**src/rtl/mem_arb_pkg.sv**
```systemverilog
// Shared definitions for the unified-memory port arbiter.
// Contents: FSM state codes, grant side codes, access-timer width and the
// grant-selection helper used in the IDLE state.
package mem_arb_pkg;

    typedef logic [1:0] arb_state_t;

    localparam arb_state_t IDLE = 2'd0;
    localparam arb_state_t BUSY = 2'd1;
    localparam arb_state_t DONE = 2'd2;

    localparam logic GNT_IF  = 1'b0;
    localparam logic GNT_MEM = 1'b1;

    // Wide enough for MEM_LAT-1 with MEM_LAT up to 15.
    localparam int CNT_W = 4;

    // A lone requester wins; on a conflict the side that did not win last time wins.
    function automatic logic pick_grant(input logic if_req_i, input logic mem_req_i,
                                        input logic last_grant_i);
        logic gnt;
        if (if_req_i && mem_req_i) begin
            gnt = ~last_grant_i;
        end else if (mem_req_i) begin
            gnt = GNT_MEM;
        end else begin
            gnt = GNT_IF;
        end
        return gnt;
    endfunction

endpackage

```
**src/rtl/mem_port_arbiter_if.sv**
```systemverilog
// Bundle of pipeline-side and RAM-side signals of the memory port arbiter.
// master: the pipeline stages plus the RAM array (drive requests, ram_rdata).
// slave : the arbiter (drives read data, ready pulses, stalls, RAM controls).
interface mem_port_arbiter_if #(
    parameter int ADDR_W = 32,
    parameter int DATA_W = 32
);

    logic              if_req;
    logic [ADDR_W-1:0] if_addr;
    logic [DATA_W-1:0] if_rdata;
    logic              if_ready;
    logic              mem_rd_req;
    logic              mem_wr_req;
    logic [ADDR_W-1:0] mem_addr;
    logic [DATA_W-1:0] mem_wdata;
    logic [DATA_W-1:0] mem_rdata;
    logic              mem_ready;
    logic              proto_err;
    logic              stall_if;
    logic              stall_mem;
    logic [ADDR_W-1:0] ram_addr;
    logic [DATA_W-1:0] ram_wdata;
    logic              ram_re;
    logic              ram_we;
    logic [DATA_W-1:0] ram_rdata;

    modport master (
        output if_req, if_addr, mem_rd_req, mem_wr_req, mem_addr, mem_wdata, ram_rdata,
        input  if_rdata, if_ready, mem_rdata, mem_ready, proto_err, stall_if, stall_mem,
               ram_addr, ram_wdata, ram_re, ram_we
    );

    modport slave (
        input  if_req, if_addr, mem_rd_req, mem_wr_req, mem_addr, mem_wdata, ram_rdata,
        output if_rdata, if_ready, mem_rdata, mem_ready, proto_err, stall_if, stall_mem,
               ram_addr, ram_wdata, ram_re, ram_we
    );

endinterface

```
**src/rtl/mem_port_arbiter_access_timer.sv**
```systemverilog
// Loadable down-counter that times one RAM access.
// Ports: Clk, Reset (sync, active-high), load/load_val (start a count),
// zero (count has reached 0; it stops there until reloaded).
module access_timer
    import mem_arb_pkg::*;
(
    input  logic             Clk,
    input  logic             Reset,
    input  logic             load,
    input  logic [CNT_W-1:0] load_val,
    output logic             zero
);

    logic [CNT_W-1:0] count_r;

    // Count register: load wins, otherwise decrement and saturate at zero.
    always_ff @(posedge Clk) begin
        if (Reset) begin
            count_r <= {CNT_W{1'b0}};
        end else if (load) begin
            count_r <= load_val;
        end else if (count_r != {CNT_W{1'b0}}) begin
            count_r <= count_r - {{(CNT_W-1){1'b0}}, 1'b1};
        end else begin
            count_r <= count_r;
        end
    end

    assign zero = (count_r == {CNT_W{1'b0}});

endmodule

```
**src/rtl/mem_port_arbiter.sv**
```systemverilog
// Arbiter for a single-ported unified memory shared by IF (fetch) and MEM
// (load/store). Grants one access at a time, drives the RAM for MEM_LAT
// cycles, returns read data with a one-cycle ready pulse and produces the
// per-stage stall signals.
// Ports: Clk, Reset (sync, active-high), bus (slave side of
// mem_port_arbiter_if: requests, read data, ready, proto_err, stalls, RAM I/F).
module mem_port_arbiter
    import mem_arb_pkg::*;
#(
    parameter int ADDR_W  = 32,
    parameter int DATA_W  = 32,
    parameter int MEM_LAT = 2
) (
    input  logic              Clk,
    input  logic              Reset,
    mem_port_arbiter_if.slave bus
);

    arb_state_t        state_r, state_nxt_s;
    logic              last_grant_r, last_grant_nxt_s;
    logic              grant_s, req_any_s, mem_any_s;
    logic              timer_load_s, timer_zero_s;
    logic [ADDR_W-1:0] ram_addr_r, ram_addr_nxt_s;
    logic [DATA_W-1:0] ram_wdata_r, ram_wdata_nxt_s;
    logic              ram_re_r, ram_re_nxt_s;
    logic              ram_we_r, ram_we_nxt_s;
    logic              proto_err_r, proto_err_nxt_s;
    logic              if_ready_r, if_ready_nxt_s;
    logic              mem_ready_r, mem_ready_nxt_s;
    logic [DATA_W-1:0] if_rdata_r, if_rdata_nxt_s;
    logic [DATA_W-1:0] mem_rdata_r, mem_rdata_nxt_s;

    assign mem_any_s    = bus.mem_rd_req | bus.mem_wr_req;
    assign req_any_s    = bus.if_req | mem_any_s;
    assign grant_s      = pick_grant(bus.if_req, mem_any_s, last_grant_r);
    assign timer_load_s = (state_r == IDLE) && req_any_s;

    // The timer starts at MEM_LAT-1 so it reads zero in the last drive cycle.
    access_timer u_timer (
        .Clk      (Clk),
        .Reset    (Reset),
        .load     (timer_load_s),
        .load_val (CNT_W'(MEM_LAT - 1)),
        .zero     (timer_zero_s)
    );

    // State register.
    always_ff @(posedge Clk) begin
        if (Reset) begin
            state_r <= IDLE;
        end else begin
            state_r <= state_nxt_s;
        end
    end

    // Next-state logic.
    always_comb begin
        state_nxt_s = state_r;
        case (state_r)
            IDLE: begin
                if (req_any_s) begin
                    state_nxt_s = BUSY;
                end else begin
                    state_nxt_s = IDLE;
                end
            end
            BUSY: begin
                if (timer_zero_s) begin
                    state_nxt_s = DONE;
                end else begin
                    state_nxt_s = BUSY;
                end
            end
            DONE:    state_nxt_s = IDLE;
            default: state_nxt_s = IDLE;
        endcase
    end

    // Next values of the registered outputs; last_grant doubles as the side
    // owning the access in flight, since it is only rewritten at grant.
    always_comb begin
        last_grant_nxt_s = last_grant_r;
        ram_addr_nxt_s   = ram_addr_r;
        ram_wdata_nxt_s  = ram_wdata_r;
        ram_re_nxt_s     = ram_re_r;
        ram_we_nxt_s     = ram_we_r;
        proto_err_nxt_s  = 1'b0;
        if_ready_nxt_s   = 1'b0;
        mem_ready_nxt_s  = 1'b0;
        if_rdata_nxt_s   = if_rdata_r;
        mem_rdata_nxt_s  = mem_rdata_r;
        case (state_r)
            IDLE: begin
                if (req_any_s) begin
                    last_grant_nxt_s = grant_s;
                    if (grant_s == GNT_MEM) begin
                        // A store wins when both load and store are raised.
                        ram_addr_nxt_s  = bus.mem_addr;
                        ram_we_nxt_s    = bus.mem_wr_req;
                        ram_re_nxt_s    = ~bus.mem_wr_req;
                        ram_wdata_nxt_s = bus.mem_wr_req ? bus.mem_wdata : {DATA_W{1'b0}};
                        proto_err_nxt_s = bus.mem_rd_req & bus.mem_wr_req;
                    end else begin
                        ram_addr_nxt_s  = bus.if_addr;
                        ram_we_nxt_s    = 1'b0;
                        ram_re_nxt_s    = 1'b1;
                        ram_wdata_nxt_s = {DATA_W{1'b0}};
                    end
                end else begin
                    ram_addr_nxt_s  = {ADDR_W{1'b0}};
                    ram_wdata_nxt_s = {DATA_W{1'b0}};
                    ram_re_nxt_s    = 1'b0;
                    ram_we_nxt_s    = 1'b0;
                end
            end
            BUSY: begin
                if (timer_zero_s) begin
                    // Last drive cycle: capture RAM data and release the RAM.
                    ram_addr_nxt_s  = {ADDR_W{1'b0}};
                    ram_wdata_nxt_s = {DATA_W{1'b0}};
                    ram_re_nxt_s    = 1'b0;
                    ram_we_nxt_s    = 1'b0;
                    if (last_grant_r == GNT_IF) begin
                        if_ready_nxt_s = 1'b1;
                        if_rdata_nxt_s = bus.ram_rdata;
                    end else begin
                        mem_ready_nxt_s = 1'b1;
                        if (ram_re_r) begin
                            mem_rdata_nxt_s = bus.ram_rdata;
                        end else begin
                            mem_rdata_nxt_s = mem_rdata_r;
                        end
                    end
                end else begin
                    ram_addr_nxt_s  = ram_addr_r;
                    ram_wdata_nxt_s = ram_wdata_r;
                    ram_re_nxt_s    = ram_re_r;
                    ram_we_nxt_s    = ram_we_r;
                end
            end
            default: begin
                ram_addr_nxt_s  = {ADDR_W{1'b0}};
                ram_wdata_nxt_s = {DATA_W{1'b0}};
                ram_re_nxt_s    = 1'b0;
                ram_we_nxt_s    = 1'b0;
            end
        endcase
    end

    // Output and datapath registers.
    always_ff @(posedge Clk) begin
        if (Reset) begin
            last_grant_r <= GNT_IF;
            ram_addr_r   <= {ADDR_W{1'b0}};
            ram_wdata_r  <= {DATA_W{1'b0}};
            ram_re_r     <= 1'b0;
            ram_we_r     <= 1'b0;
            proto_err_r  <= 1'b0;
            if_ready_r   <= 1'b0;
            mem_ready_r  <= 1'b0;
            if_rdata_r   <= {DATA_W{1'b0}};
            mem_rdata_r  <= {DATA_W{1'b0}};
        end else begin
            last_grant_r <= last_grant_nxt_s;
            ram_addr_r   <= ram_addr_nxt_s;
            ram_wdata_r  <= ram_wdata_nxt_s;
            ram_re_r     <= ram_re_nxt_s;
            ram_we_r     <= ram_we_nxt_s;
            proto_err_r  <= proto_err_nxt_s;
            if_ready_r   <= if_ready_nxt_s;
            mem_ready_r  <= mem_ready_nxt_s;
            if_rdata_r   <= if_rdata_nxt_s;
            mem_rdata_r  <= mem_rdata_nxt_s;
        end
    end

    assign bus.ram_addr  = ram_addr_r;
    assign bus.ram_wdata = ram_wdata_r;
    assign bus.ram_re    = ram_re_r;
    assign bus.ram_we    = ram_we_r;
    assign bus.proto_err = proto_err_r;
    assign bus.if_ready  = if_ready_r;
    assign bus.mem_ready = mem_ready_r;
    assign bus.if_rdata  = if_rdata_r;
    assign bus.mem_rdata = mem_rdata_r;
    // Stalls are combinational so the hazard unit sees them in the request cycle.
    assign bus.stall_if  = bus.if_req & ~if_ready_r;
    assign bus.stall_mem = mem_any_s & ~mem_ready_r;

endmodule

```
**src/flat_wrapper.sv**
```systemverilog
// flat-port wrapper written by rule: the top's interface ports become plain ports
module mem_port_arbiter_flat import mem_arb_pkg::*;
#(
    parameter int ADDR_W  = 32,
    parameter int DATA_W  = 32,
    parameter int MEM_LAT = 2
)
  (Clk, Reset, bus_if_req, bus_if_addr, bus_mem_rd_req, bus_mem_wr_req, bus_mem_addr, bus_mem_wdata, bus_ram_rdata, bus_if_rdata, bus_if_ready, bus_mem_rdata, bus_mem_ready, bus_proto_err, bus_stall_if, bus_stall_mem, bus_ram_addr, bus_ram_wdata, bus_ram_re, bus_ram_we);
  mem_port_arbiter_if #(.ADDR_W(ADDR_W), .DATA_W(DATA_W)) bus_i ();
  input  logic Clk;
  input  logic Reset;
  input wire logic [$bits(bus_i.if_req)-1:0] bus_if_req;
  input wire logic [$bits(bus_i.if_addr)-1:0] bus_if_addr;
  input wire logic [$bits(bus_i.mem_rd_req)-1:0] bus_mem_rd_req;
  input wire logic [$bits(bus_i.mem_wr_req)-1:0] bus_mem_wr_req;
  input wire logic [$bits(bus_i.mem_addr)-1:0] bus_mem_addr;
  input wire logic [$bits(bus_i.mem_wdata)-1:0] bus_mem_wdata;
  input wire logic [$bits(bus_i.ram_rdata)-1:0] bus_ram_rdata;
  output wire logic [$bits(bus_i.if_rdata)-1:0] bus_if_rdata;
  output wire logic [$bits(bus_i.if_ready)-1:0] bus_if_ready;
  output wire logic [$bits(bus_i.mem_rdata)-1:0] bus_mem_rdata;
  output wire logic [$bits(bus_i.mem_ready)-1:0] bus_mem_ready;
  output wire logic [$bits(bus_i.proto_err)-1:0] bus_proto_err;
  output wire logic [$bits(bus_i.stall_if)-1:0] bus_stall_if;
  output wire logic [$bits(bus_i.stall_mem)-1:0] bus_stall_mem;
  output wire logic [$bits(bus_i.ram_addr)-1:0] bus_ram_addr;
  output wire logic [$bits(bus_i.ram_wdata)-1:0] bus_ram_wdata;
  output wire logic [$bits(bus_i.ram_re)-1:0] bus_ram_re;
  output wire logic [$bits(bus_i.ram_we)-1:0] bus_ram_we;
  assign bus_i.if_req = bus_if_req;
  assign bus_i.if_addr = bus_if_addr;
  assign bus_i.mem_rd_req = bus_mem_rd_req;
  assign bus_i.mem_wr_req = bus_mem_wr_req;
  assign bus_i.mem_addr = bus_mem_addr;
  assign bus_i.mem_wdata = bus_mem_wdata;
  assign bus_i.ram_rdata = bus_ram_rdata;
  assign bus_if_rdata = bus_i.if_rdata;
  assign bus_if_ready = bus_i.if_ready;
  assign bus_mem_rdata = bus_i.mem_rdata;
  assign bus_mem_ready = bus_i.mem_ready;
  assign bus_proto_err = bus_i.proto_err;
  assign bus_stall_if = bus_i.stall_if;
  assign bus_stall_mem = bus_i.stall_mem;
  assign bus_ram_addr = bus_i.ram_addr;
  assign bus_ram_wdata = bus_i.ram_wdata;
  assign bus_ram_re = bus_i.ram_re;
  assign bus_ram_we = bus_i.ram_we;
  mem_port_arbiter #(.ADDR_W(ADDR_W), .DATA_W(DATA_W), .MEM_LAT(MEM_LAT)) u_core (.Clk(Clk), .Reset(Reset), .bus(bus_i));
endmodule
```
**config.mk**
```make
export PLATFORM = sky130hd
export DESIGN_NAME = mem_port_arbiter_flat
export DESIGN_NICKNAME = d
export VERILOG_FILES = /design/src/rtl/mem_arb_pkg.sv /design/src/rtl/mem_port_arbiter_if.sv /design/src/rtl/mem_port_arbiter_access_timer.sv /design/src/rtl/mem_port_arbiter.sv /design/src/flat_wrapper.sv
export SDC_FILE = /design/constraint.sdc
export NUM_CORES = 1
export LEC_CHECK = 0
export CAP_MARGIN = 30
export CORE_MARGIN = 4
export CORE_UTILIZATION = 30
export CTS_CLUSTER_SIZE = 40
export DETAILED_ROUTE_END_ITERATION = 16
export DONT_BUFFER_PORTS = 1
export SLEW_MARGIN = 10
export SYNTH_ARGS = -nofsm -noshare
export SYNTH_HDL_FRONTEND = slang
export SYNTH_HIERARCHICAL = 1
export SYNTH_SLANG_ARGS = --single-unit
```
**constraint.sdc**
```tcl
create_clock -name Clk -period 5.5 [get_ports Clk]
set_clock_uncertainty 0.15 [all_clocks]
set_input_delay 0.275 -clock Clk [delete_from_list [all_inputs] [get_ports Clk]]
set_output_delay 0.275 -clock Clk [all_outputs]
set_load 0.02 [all_outputs]
```
==> impl_summary.log, run 1 <==
INFO  metric run_status = complete, no violations
INFO  metric worst_r2r_startpoint = u_core/u_timer/count_r[0]
INFO  metric finalSetupViolCount = 0
INFO  metric number_of_gates_given_a_new_drive_strength_after_cts = 0
INFO  metric drt-initial-drc-count = 302
INFO  metric final_antenna_net_count = 0
INFO  metric postSynthAreaPerCell = 9.32 um^2
INFO  metric coreArea = 17400 um^2
INFO  metric dr_total_vias = 4881
INFO  metric synth_xor_area_share = 0.329%
INFO  metric report.final.slew_viol_count = 0
INFO  metric worst_setup_path_start_kind = flop
INFO  metric tritoncts_clock_tree = yes
INFO  metric start_util = 30.7%
INFO  metric yosys-mux-area-fraction = 6.23%
INFO  metric synth-compound-area-share = 21.0%
INFO  metric placement.setup.worst_slack = 3070 ps
INFO  metric critPathArrivalTime = 3040 ps
INFO  metric placement_rows = 48
INFO  metric dominant_combinational_cell_family_by_area_after_synthesis = compound AO/OA/AOI/OAI gates
INFO  metric first_global_vias = 4894
INFO  metric fmax = 0.353 GHz
INFO  metric number_of_iterations_in_the_first_detailed_routing_pass = 5
INFO  metric path_class = flop to flop
INFO  metric detailed_place_hpwl = 10600 um
INFO  metric routed_wirelength = 17500 um
INFO  metric yosysWarnings = 6
INFO  metric origin_of_the_worst_setup_path = u_core/u_timer/count_r[0]
INFO  metric period_share = 51.5%
INFO  metric crit_required = 5710 ps
INFO  metric worst_slack = 2670 ps
INFO  metric grt_first_pass_wirelength = 26800 um
INFO  metric fraction_of_layout_instances_using_a_drive_strength_above_1 = 8.06%
INFO  metric critPathMaxFanout = 17
INFO  metric die_x = 141 um
INFO  metric fin_nets = 816
INFO  metric root_buffer = clkbuf_16
INFO  metric layout.filler_cells = 1565
INFO  metric ctsHtreeMaxLevel = 4
INFO  metric period_minus_slack = 2830 ps
INFO  metric number_of_buffers_on_the_longest_clock_path = 2
INFO  metric io-pin-count = 268
INFO  metric finalSetupTns = 0 ps
INFO  metric postSynthCellCount = 571
INFO  metric rsz_0062_raised_after_global_routing = no
INFO  metric cts.repair_timing.setup_buffer_count = 0
INFO  metric cts.reportedPaths.clkPinSlew = 60 ps
INFO  metric drv_cap = 0
INFO  metric post-route-drc-count = 0
INFO  metric areaGrowthSynthToFinish = 41.5%
INFO  metric hold_violations = 0
INFO  metric design.die.area = 19900 um^2
INFO  metric clock_latency = 420 ps
INFO  metric reg2reg_setup_slack = 2670 ps
INFO  metric ys_seq_area_share = 52.7%
INFO  metric rr_worst_depth = 7
INFO  metric synth_area = 5320 um^2
INFO  metric slew_headroom = 48.6%
INFO  metric grt_antenna_before_repair = 0
INFO  metric synth_adder_area_share = 0.235%
INFO  metric end_kind = flop
INFO  metric gr-usage-all-layers = 16.7%
INFO  metric post_dp_cell_area = 5530 um^2
INFO  metric vdd.ir_drop.worst = 0.220 mV
INFO  metric endpoint = u_core/bus.mem_rdata[3]
INFO  metric ys_ff_latch = 140
INFO  metric cts_inserted_buffers = 17
INFO  metric grt-ovfl-total = 0
INFO  metric worst-slew-pin-transition = 772 ps
INFO  metric distinct_cell_type_count_of_the_synthesized_netlist = 38
INFO  metric cts.sinks = 140
INFO  metric portBuffers = 0
INFO  metric worst_r2r_endpoint = u_core/bus.mem_rdata[3]
INFO  metric avgViaCountPerCell = 5.31
INFO  metric p_leak = 2.67 nW
INFO  metric hold_path_class = primary input to flop
INFO  metric wl_per_cell = 19.0 um
INFO  metric final_design_area_no_fill = 7530 um^2
INFO  metric diodes = 0
INFO  metric synth-simple-area-share = 14.4%
INFO  metric place.gp.congestion = 0.857
INFO  metric grt_max_degree = 108
INFO  metric post-layout-total-power = 0.00306 W
INFO  metric die_height = 141 um
INFO  metric power.density = 406 nW/um^2
INFO  metric final_core_utilization = 43.4%
placed cells by master (no fill, tap or decap), types with 2 or more instances in the layout:
cell | Yosys | layout
nor2b_1 | 4 | 3
o22ai_1 | 2 | 2
buf_16 | 0 | 2
o21ai_0 | 32 | 32
clkinv_4 | 0 | 4
a21oi_1 | 68 | 68
bufinv_16 | 0 | 3
nand3_1 | 32 | 32
conb_1 | 2 | 4
nor2_1 | 37 | 37
inv_6 | 0 | 4
clkbuf_16 | 0 | 17
nor3b_4 | 2 | 2
a32oi_1 | 32 | 32
inv_1 | 2 | 2
xnor2_1 | 2 | 2
clkbuf_8 | 0 | 2
nand3b_1 | 3 | 3
nand2_1 | 71 | 71
or3_1 | 2 | 2
nor3_1 | 4 | 4
dfxtp_1 | 140 | 140
and2_1 | 2 | 2
mux2i_1 | 32 | 32
buf_4 | 1 | 5
dlygate4sd3_1 | 0 | 133
buf_8 | 0 | 5
o2bb2ai_1 | 32 | 32
kinds of logic after synthesis:
logic type / after synthesis
xor+xnor: 2
simple gates: 165
other cells: 2
compound gates: 170
flops: 140
mux: 33
buf+inv: 58
fa+ha+maj: 1
worst min-delay path by stage:
stage	start	endpoint	slack (ps)	cells past startpoint
2_1_floorplan	Reset	u_core/u_timer/count_r[2]	200	1
5_1_grt	bus_mem_rd_req	u_core/bus.ram_re	80	3
4_1_cts	bus_if_req	u_core/last_grant_r	20	3
6_report	bus_if_req	u_core/last_grant_r	50	3
3_3_place_gp	Reset	u_core/bus.mem_rdata[3]	220	1
3_5_place_dp	Reset	u_core/bus.if_rdata[8]	220	1
stage by stage:
| step | cells | hold WS (ps) |
|---|---|---|
| 6_report | 920 | 47.9 |
| 5_1_grt | 920 | 84.7 |
| 4_1_cts | 919 | 16.9 |
| 3_5_place_dp | 753 | 222 |
| 3_3_place_gp | 747 | 218 |
| 2_1_floorplan | 573 | 204 |
report_power, final:
part	internal (W)	leakage (nW)	switching, W	total [W]
clock network	0.000750	0.307	0.000477	0.00123
logic	0.000242	1.22	0.000295	0.000537
registers	0.00111	1.14	0.000185	0.00130
worst max-delay path, stage by stage, from the launching register on:
cell and delay [ps]:
dfxtp_1 320, inv_1 100, ha_1 200, nor3b_4 410, and3b_1 730, nand3_1 140
a21oi_1 160, dlygate4sd3_1 560
state kept, by name (all words and copies together) (netlist names):
| name | cells |
|---|---|
| u_core/bus.ram_re | 1 |
| u_core/bus.ram_we | 1 |
| u_core/u_timer/count_r | 4 |
| u_core/bus.mem_ready | 1 |
| u_core/state_r | 2 |
| u_core/last_grant_r | 1 |
| u_core/bus.if_ready | 1 |
| u_core/bus.ram_wdata | 32 |
| u_core/bus.mem_rdata | 32 |
| u_core/bus.if_rdata | 32 |
| u_core/bus.ram_addr | 32 |
| u_core/bus.proto_err | 1 |
layout make-up:
type | count | area (um^2) | area share [%]
sequential | 140 | 2800 | 37.2
multi-input combinational | 375 | 2290 | 30.4
timing repair buffer | 146 | 1520 | 20.2
inverter | 2 | 7.51 | 0.0997
tap | 225 | 282 | 3.74
clock buffer | 19 | 453 | 6.01
clock inverter | 13 | 179 | 2.38
what timing repair did:
action | 4_1_cts | 5_1_grt
hold buffers | 134 | 0
endpoints found under the setup margin | 0 | 0
hold endpoints to repair | 140 | 0
Yosys cell counts:
| master | count | area, um^2 |
|---|---|---|
| o32ai_1 | 1 | 8.76 |
| nand4bb_1 | 1 | 11.3 |
| conb_1 | 2 | 7.51 |
| nor3b_1 | 1 | 7.51 |
| o22ai_1 | 2 | 12.5 |
| xnor2_1 | 2 | 17.5 |
| nor2b_1 | 4 | 25.0 |
| nor3b_4 | 2 | 37.5 |
| or3_1 | 2 | 12.5 |
| mux2_2 | 1 | 11.3 |
| nand3b_1 | 3 | 22.5 |
| nand2_1 | 71 | 267 |
| nor2_1 | 37 | 139 |
| o2bb2ai_1 | 32 | 280 |
| and3b_1 | 1 | 8.76 |
| clkbuf_1 | 30 | 113 |
| ha_1 | 1 | 12.5 |
| buf_1 | 2 | 7.51 |
| nor4bb_1 | 1 | 10.0 |
| o31ai_1 | 1 | 7.51 |
| inv_1 | 2 | 7.51 |
| buf_4 | 1 | 7.51 |
| o2bb2ai_2 | 1 | 15.0 |
| nand3_1 | 32 | 160 |
| a21oi_1 | 68 | 340 |
| and2_1 | 2 | 12.5 |
| buf_2 | 20 | 100 |
| mux2i_1 | 32 | 320 |
| nor3_2 | 1 | 10.0 |
| buf_6 | 3 | 33.8 |
| nor3_1 | 4 | 20.0 |
| a32oi_1 | 32 | 280 |
| a21boi_2 | 1 | 11.3 |
| o21ai_0 | 32 | 160 |
| and3b_2 | 1 | 10.0 |
| nor2_2 | 1 | 6.26 |
| dfxtp_1 | 140 | 2800 |
| or2_2 | 1 | 6.26 |
per-layer routing:
metal  wire length (um)  track usage, %
met1               6490            18.0
met2               9110            30.2
met3               1420            4.78
met4                495            7.45
met5                  0               0
(Power assumes the default switching activity.)
==> run 2: changes to the inputs <==
==> constraint.sdc (replaced) <==
create_clock -name Clk -period 2.3 [get_ports Clk]
set_clock_uncertainty 0.15 [all_clocks]
set_input_delay 0.115 -clock Clk [delete_from_list [all_inputs] [get_ports Clk]]
set_output_delay 0.115 -clock Clk [all_outputs]
set_load 0.02 [all_outputs]
==> impl_summary.log, run 2 (synthesis gave the netlist of run 1 again) <==
INFO  metric die_x = 141 um
INFO  metric reg2reg_setup_slack = 210 ps
INFO  metric cts.reportedPaths.clkPinSlew = 60 ps
INFO  metric power_frac_seq = 44.2%
INFO  metric finalHoldWorstSlack = 55.7 ps
INFO  metric slew_headroom = 61.8%
INFO  metric die_height = 141 um
INFO  metric design.die.area = 19900 um^2
INFO  metric start_util = 30.7%
INFO  metric first_global_vias = 5045
INFO  metric final_design_area_no_fill = 7460 um^2
INFO  metric finalSetupTns = 0 ps
INFO  metric layout.filler_cells = 1592
INFO  metric post_dp_cell_area = 5520 um^2
INFO  metric avgViaCountPerCell = 5.26
INFO  metric drv_cap = 0
INFO  metric areaGrowthSynthToFinish = 40.1%
INFO  metric fraction_of_layout_instances_using_a_drive_strength_above_1 = 8.31%
INFO  metric dr_total_vias = 4855
INFO  metric placement.setup.worst_slack = 313 ps
INFO  metric number_of_buffers_on_the_longest_clock_path = 2
INFO  metric switching_share = 33.0%
INFO  metric drt-initial-drc-count = 323
INFO  metric end_kind = flop
INFO  metric report.final.slew_viol_count = 0
INFO  metric period_share = 95.0%
INFO  metric coreArea = 17400 um^2
INFO  metric run_status = complete, no violations
INFO  metric period_minus_slack = 2180 ps
INFO  metric number_of_iterations_in_the_first_detailed_routing_pass = 5
INFO  metric worst_slack = 115 ps
INFO  metric grt_max_degree = 107
INFO  metric power.density = 939 nW/um^2
INFO  metric critPathArrivalTime = 2320 ps
INFO  metric routed_wirelength = 17400 um
INFO  metric finalSetupViolCount = 0
INFO  metric final_antenna_net_count = 0
INFO  metric layout_common_cells = dfxtp_1, dlygate4sd3_1, nand2_1
INFO  metric critPathMaxFanout = 22
INFO  metric fmax = 0.458 GHz
INFO  metric path_class = primary input to flop
INFO  metric ctsHtreeMaxLevel = 4
INFO  metric cts.repair_timing.setup_buffer_count = 0
INFO  metric mostFrequentLayoutCell = dfxtp_1
INFO  metric vdd.ir_drop.worst = 0.517 mV
INFO  metric hold_path_class = primary input to flop
INFO  metric gr-usage-all-layers = 16.7%
INFO  metric grt_first_pass_wirelength = 26800 um
INFO  metric place.gp.congestion = 0.870
INFO  metric worst-slew-pin-transition = 568 ps
INFO  metric cts_hold_buffers = 135
INFO  metric post-route-drc-count = 0
INFO  metric comb_power_share = 18.5%
INFO  metric grt-ovfl-total = 0
INFO  metric cts.sinks = 140
INFO  metric p_int = 0.00469 W
INFO  metric clock_latency = 410 ps
INFO  metric portBuffers = 0
INFO  metric worst_setup_path_start_kind = primary input
INFO  metric rsz_0062_raised_after_global_routing = no
INFO  metric number_of_gates_given_a_new_drive_strength_after_cts = 0
INFO  metric fin_nets = 819
INFO  metric detailed_place_hpwl = 10600 um
INFO  metric cts_inserted_buffers = 17
INFO  metric wl_per_cell = 18.8 um
INFO  metric p_switching = 0.00231 W
INFO  metric power.clock.fraction = 37.3%
INFO  metric io-pin-count = 268
INFO  metric hold_violations = 0
INFO  metric p_leak = 2.62 nW
INFO  metric tritoncts_clock_tree = yes
INFO  metric crit_required = 2430 ps
INFO  metric grt_antenna_before_repair = 0
INFO  metric diodes = 0
INFO  metric placement_rows = 48
INFO  metric post-layout-total-power = 0.00700 W
INFO  metric root_buffer = clkbuf_16
## run 2: power groups by stage
stage	Clock, W	Combinational (W)	Sequential [W]
global route	0.00278	0.00141	0.00312
global placement	0	0.000945	0.00314
floorplan	0	0.000826	0.00306
detailed placement	0	0.00100	0.00314
CTS	0.00270	0.00127	0.00309
finish	0.00261	0.00130	0.00309
## run 2: critical path: stages
cell	delay, ps
dlygate4sd3_1	600
o2bb2ai_4	460
buf_12	270
mux2i_1	200
dlygate4sd3_1	590
o2bb2ai_1	70
## run 2: layout make-up
| class | instances | area [um^2] | share of cell area, % |
|---|---|---|---|
| clock inverter | 14 | 126 | 1.69 |
| multi-input combinational | 375 | 2290 | 30.7 |
| clock buffer | 18 | 439 | 5.89 |
| inverter | 2 | 7.51 | 0.101 |
| sequential | 140 | 2800 | 37.6 |
| timing repair buffer | 149 | 1510 | 20.3 |
| tap | 225 | 282 | 3.78 |
## run 2: through the flow
step	utilization [%]	cells
after global placement	31.8	756
after floorplan	-	573
after global routing	43.0	923
final	43.0	923
after CTS	43.0	923
after detailed placement	31.8	756
## run 2: final timing paths
kind,from,end,cells after the start
max,bus_mem_rd_req,u_core/bus.ram_addr[0],6
min,bus_if_req,u_core/bus.proto_err,4
max reg2reg,u_core/last_grant_r,u_core/bus.ram_addr[0],5
min reg2reg,u_core/bus.if_rdata[13],u_core/bus.if_rdata[13],2
## run 2: routing by layer
metal	wire length [um]	GRT usage, %
met1	6260	17.2
met2	9190	30.2
met3	1410	5.80
met4	531	7.80
met5	0	0
==> run 3: changes to the inputs <==
--- a/config.mk
+++ b/config.mk
@@ -6,11 +6,13 @@
 export NUM_CORES = 1
 export LEC_CHECK = 0
 export CAP_MARGIN = 30
+export CORE_ASPECT_RATIO = 0.75
 export CORE_MARGIN = 4
 export CORE_UTILIZATION = 30
 export CTS_CLUSTER_SIZE = 40
 export DETAILED_ROUTE_END_ITERATION = 16
 export DONT_BUFFER_PORTS = 1
+export REMOVE_ABC_BUFFERS = 1
 export SLEW_MARGIN = 10
 export SYNTH_ARGS = -nofsm -noshare
 export SYNTH_HDL_FRONTEND = slang
==> impl_summary.log, run 3 (synthesis gave the netlist of run 1 again) <==
INFO  metric cts.repair_timing.setup_buffer_count = 0
INFO  metric detailed_place_hpwl = 10700 um
INFO  metric min_from = bus_mem_wr_req
INFO  metric worst_case_hold_path_end_point = u_core/bus.ram_wdata[10]
INFO  metric design.die.area = 20000 um^2
INFO  metric root_buffer = clkbuf_16
INFO  metric gr-usage-all-layers = 17.3%
INFO  metric rsz_0062_raised_after_global_routing = no
INFO  metric fraction_of_layout_instances_using_a_drive_strength_above_1 = 8.71%
INFO  metric power_frac_seq = 44.3%
INFO  metric drv_cap = 0
INFO  metric post_dp_cell_area = 5540 um^2
INFO  metric end_kind = flop
INFO  metric worst_setup_path_start_kind = flop
INFO  metric fin_nets = 821
INFO  metric io-pin-count = 268
INFO  metric power.clock.fraction = 37.1%
INFO  metric post-route-drc-count = 0
INFO  metric layout_common_cells = dfxtp_1, dlygate4sd3_1, nand2_1
INFO  metric hold_violations = 0
INFO  metric ctsHtreeMaxLevel = 4
INFO  metric first_global_vias = 5026
INFO  metric dr_total_vias = 5000
INFO  metric grt-ovfl-total = 0
INFO  metric mostFrequentLayoutCell = dfxtp_1
INFO  metric worst_slack = 143 ps
INFO  metric number_of_iterations_in_the_first_detailed_routing_pass = 5
INFO  metric final_antenna_net_count = 0
INFO  metric finalSetupTns = 0 ps
INFO  metric clock_latency = 410 ps
INFO  metric grt_antenna_before_repair = 1
INFO  metric final_design_area_no_fill = 7460 um^2
INFO  metric cts_inserted_buffers = 17
INFO  metric crit_required = 2480 ps
INFO  metric p_switching = 0.00235 W
INFO  metric hold_path_class = primary input to flop
INFO  metric rr_worst_depth = 4
INFO  metric die_x = 162 um
INFO  metric place.gp.congestion = 0.745
INFO  metric coreArea = 17100 um^2
INFO  metric number_of_buffers_on_the_longest_clock_path = 2
INFO  metric hold-path-cell-count = 3
INFO  metric layout.filler_cells = 1575
INFO  metric comb_power_share = 18.6%
INFO  metric start_util = 31.1%
INFO  metric worst_r2r_startpoint = u_core/last_grant_r
INFO  metric origin_of_the_worst_setup_path = u_core/last_grant_r
INFO  metric run_status = complete, no violations
INFO  metric period_share = 93.8%
INFO  metric areaGrowthSynthToFinish = 40.2%
INFO  metric grt_first_pass_wirelength = 27300 um
INFO  metric die_height = 123 um
INFO  metric power.density = 939 nW/um^2
INFO  metric finalHoldWorstSlack = 96.7 ps
INFO  metric wl_per_cell = 19.4 um
INFO  metric critPathArrivalTime = 2330 ps
INFO  metric cts.reportedPaths.clkPinSlew = 70 ps
INFO  metric slew_headroom = 38.4%
INFO  metric tritoncts_clock_tree = yes
INFO  metric worst_r2r_endpoint = u_core/bus.proto_err
INFO  metric grt_max_degree = 107
INFO  metric reg2reg_setup_slack = 140 ps
INFO  metric p_int = 0.00466 W
INFO  metric p_leak = 2.64 nW
INFO  metric path_class = flop to flop
INFO  metric post-layout-total-power = 0.00701 W
INFO  metric diodes = 0
INFO  metric routed_wirelength = 18200 um
INFO  metric drt-initial-drc-count = 452
INFO  metric placement.setup.worst_slack = 228 ps
INFO  metric period_minus_slack = 2160 ps
INFO  metric fmax = 0.464 GHz
INFO  metric placement_rows = 41
INFO  metric finalSetupViolCount = 0
INFO  metric report.final.slew_viol_count = 0
INFO  metric avgViaCountPerCell = 5.34
INFO  metric critPathMaxFanout = 15
INFO  metric worst-slew-pin-transition = 922 ps
INFO  metric switching_share = 33.5%
INFO  metric cts.sinks = 140
INFO  metric portBuffers = 0
INFO  metric vdd.ir_drop.worst = 0.441 mV
-- run 3: power groups by stage --
stage                     combinational [W]  sequential [W]  clock [W]
after global routing                0.00142         0.00313    0.00276
after floorplan                    0.000694         0.00308          0
after CTS                           0.00127         0.00310    0.00267
final                               0.00130         0.00310    0.00260
after global placement             0.000969         0.00315          0
after detailed placement            0.00102         0.00315          0
-- run 3: timing repair --
item / 4_1_cts / 5_1_grt
endpoints found under the hold margin: 140 / 0
endpoints found under the setup margin: 0 / 13
hold buffers: 135 / 0
resized for setup: 0 / 1
-- run 3: stage by stage --
| stage | std cells | utilization [%] |
|---|---|---|
| global route | 936 | 43.5 |
| finish | 936 | 43.5 |
| detailed placement | 769 | 32.3 |
| CTS | 936 | 43.5 |
| floorplan | 517 | - |
| global placement | 769 | 32.3 |
-- run 3: per-layer routing --
layer	global-route usage [%]	routed length, um
met1	19.8	7200
met2	29.0	8650
met3	7.33	1970
met4	6.81	346
met5	0	0
-- run 3: critical path, stage by stage, from the launching register on --
cell and delay [ps]:
dfxtp_2 380, a21boi_2 580, dlygate4sd3_1 670, nand2_1 80, nor3b_1 210
-- run 3: area by class of cell --
| cell class | instances | area, um^2 | share of cell area (%) |
|---|---|---|---|
| Clock inverter | 15 | 126 | 1.69 |
| Inverter | 2 | 7.51 | 0.101 |
| Tap cell | 236 | 295 | 3.96 |
| Clock buffer | 17 | 425 | 5.70 |
| Timing Repair Buffer | 151 | 1510 | 20.3 |
| Multi-Input combinational cell | 375 | 2290 | 30.7 |
| Sequential cell | 140 | 2800 | 37.6 |
-- run 3: worst max path at each step --
stage                                         end  slack (ps)  cells after the start
after floorplan            u_core/bus.if_rdata[0]       -1410                      6
after global placement     u_core/bus.ram_addr[6]         400                      7
after detailed placement   u_core/bus.if_rdata[3]         230                      7
after CTS                  u_core/bus.ram_addr[5]          70                      4
after global routing      u_core/bus.if_rdata[27]          40                      7
final                        u_core/bus.proto_err         140                      4
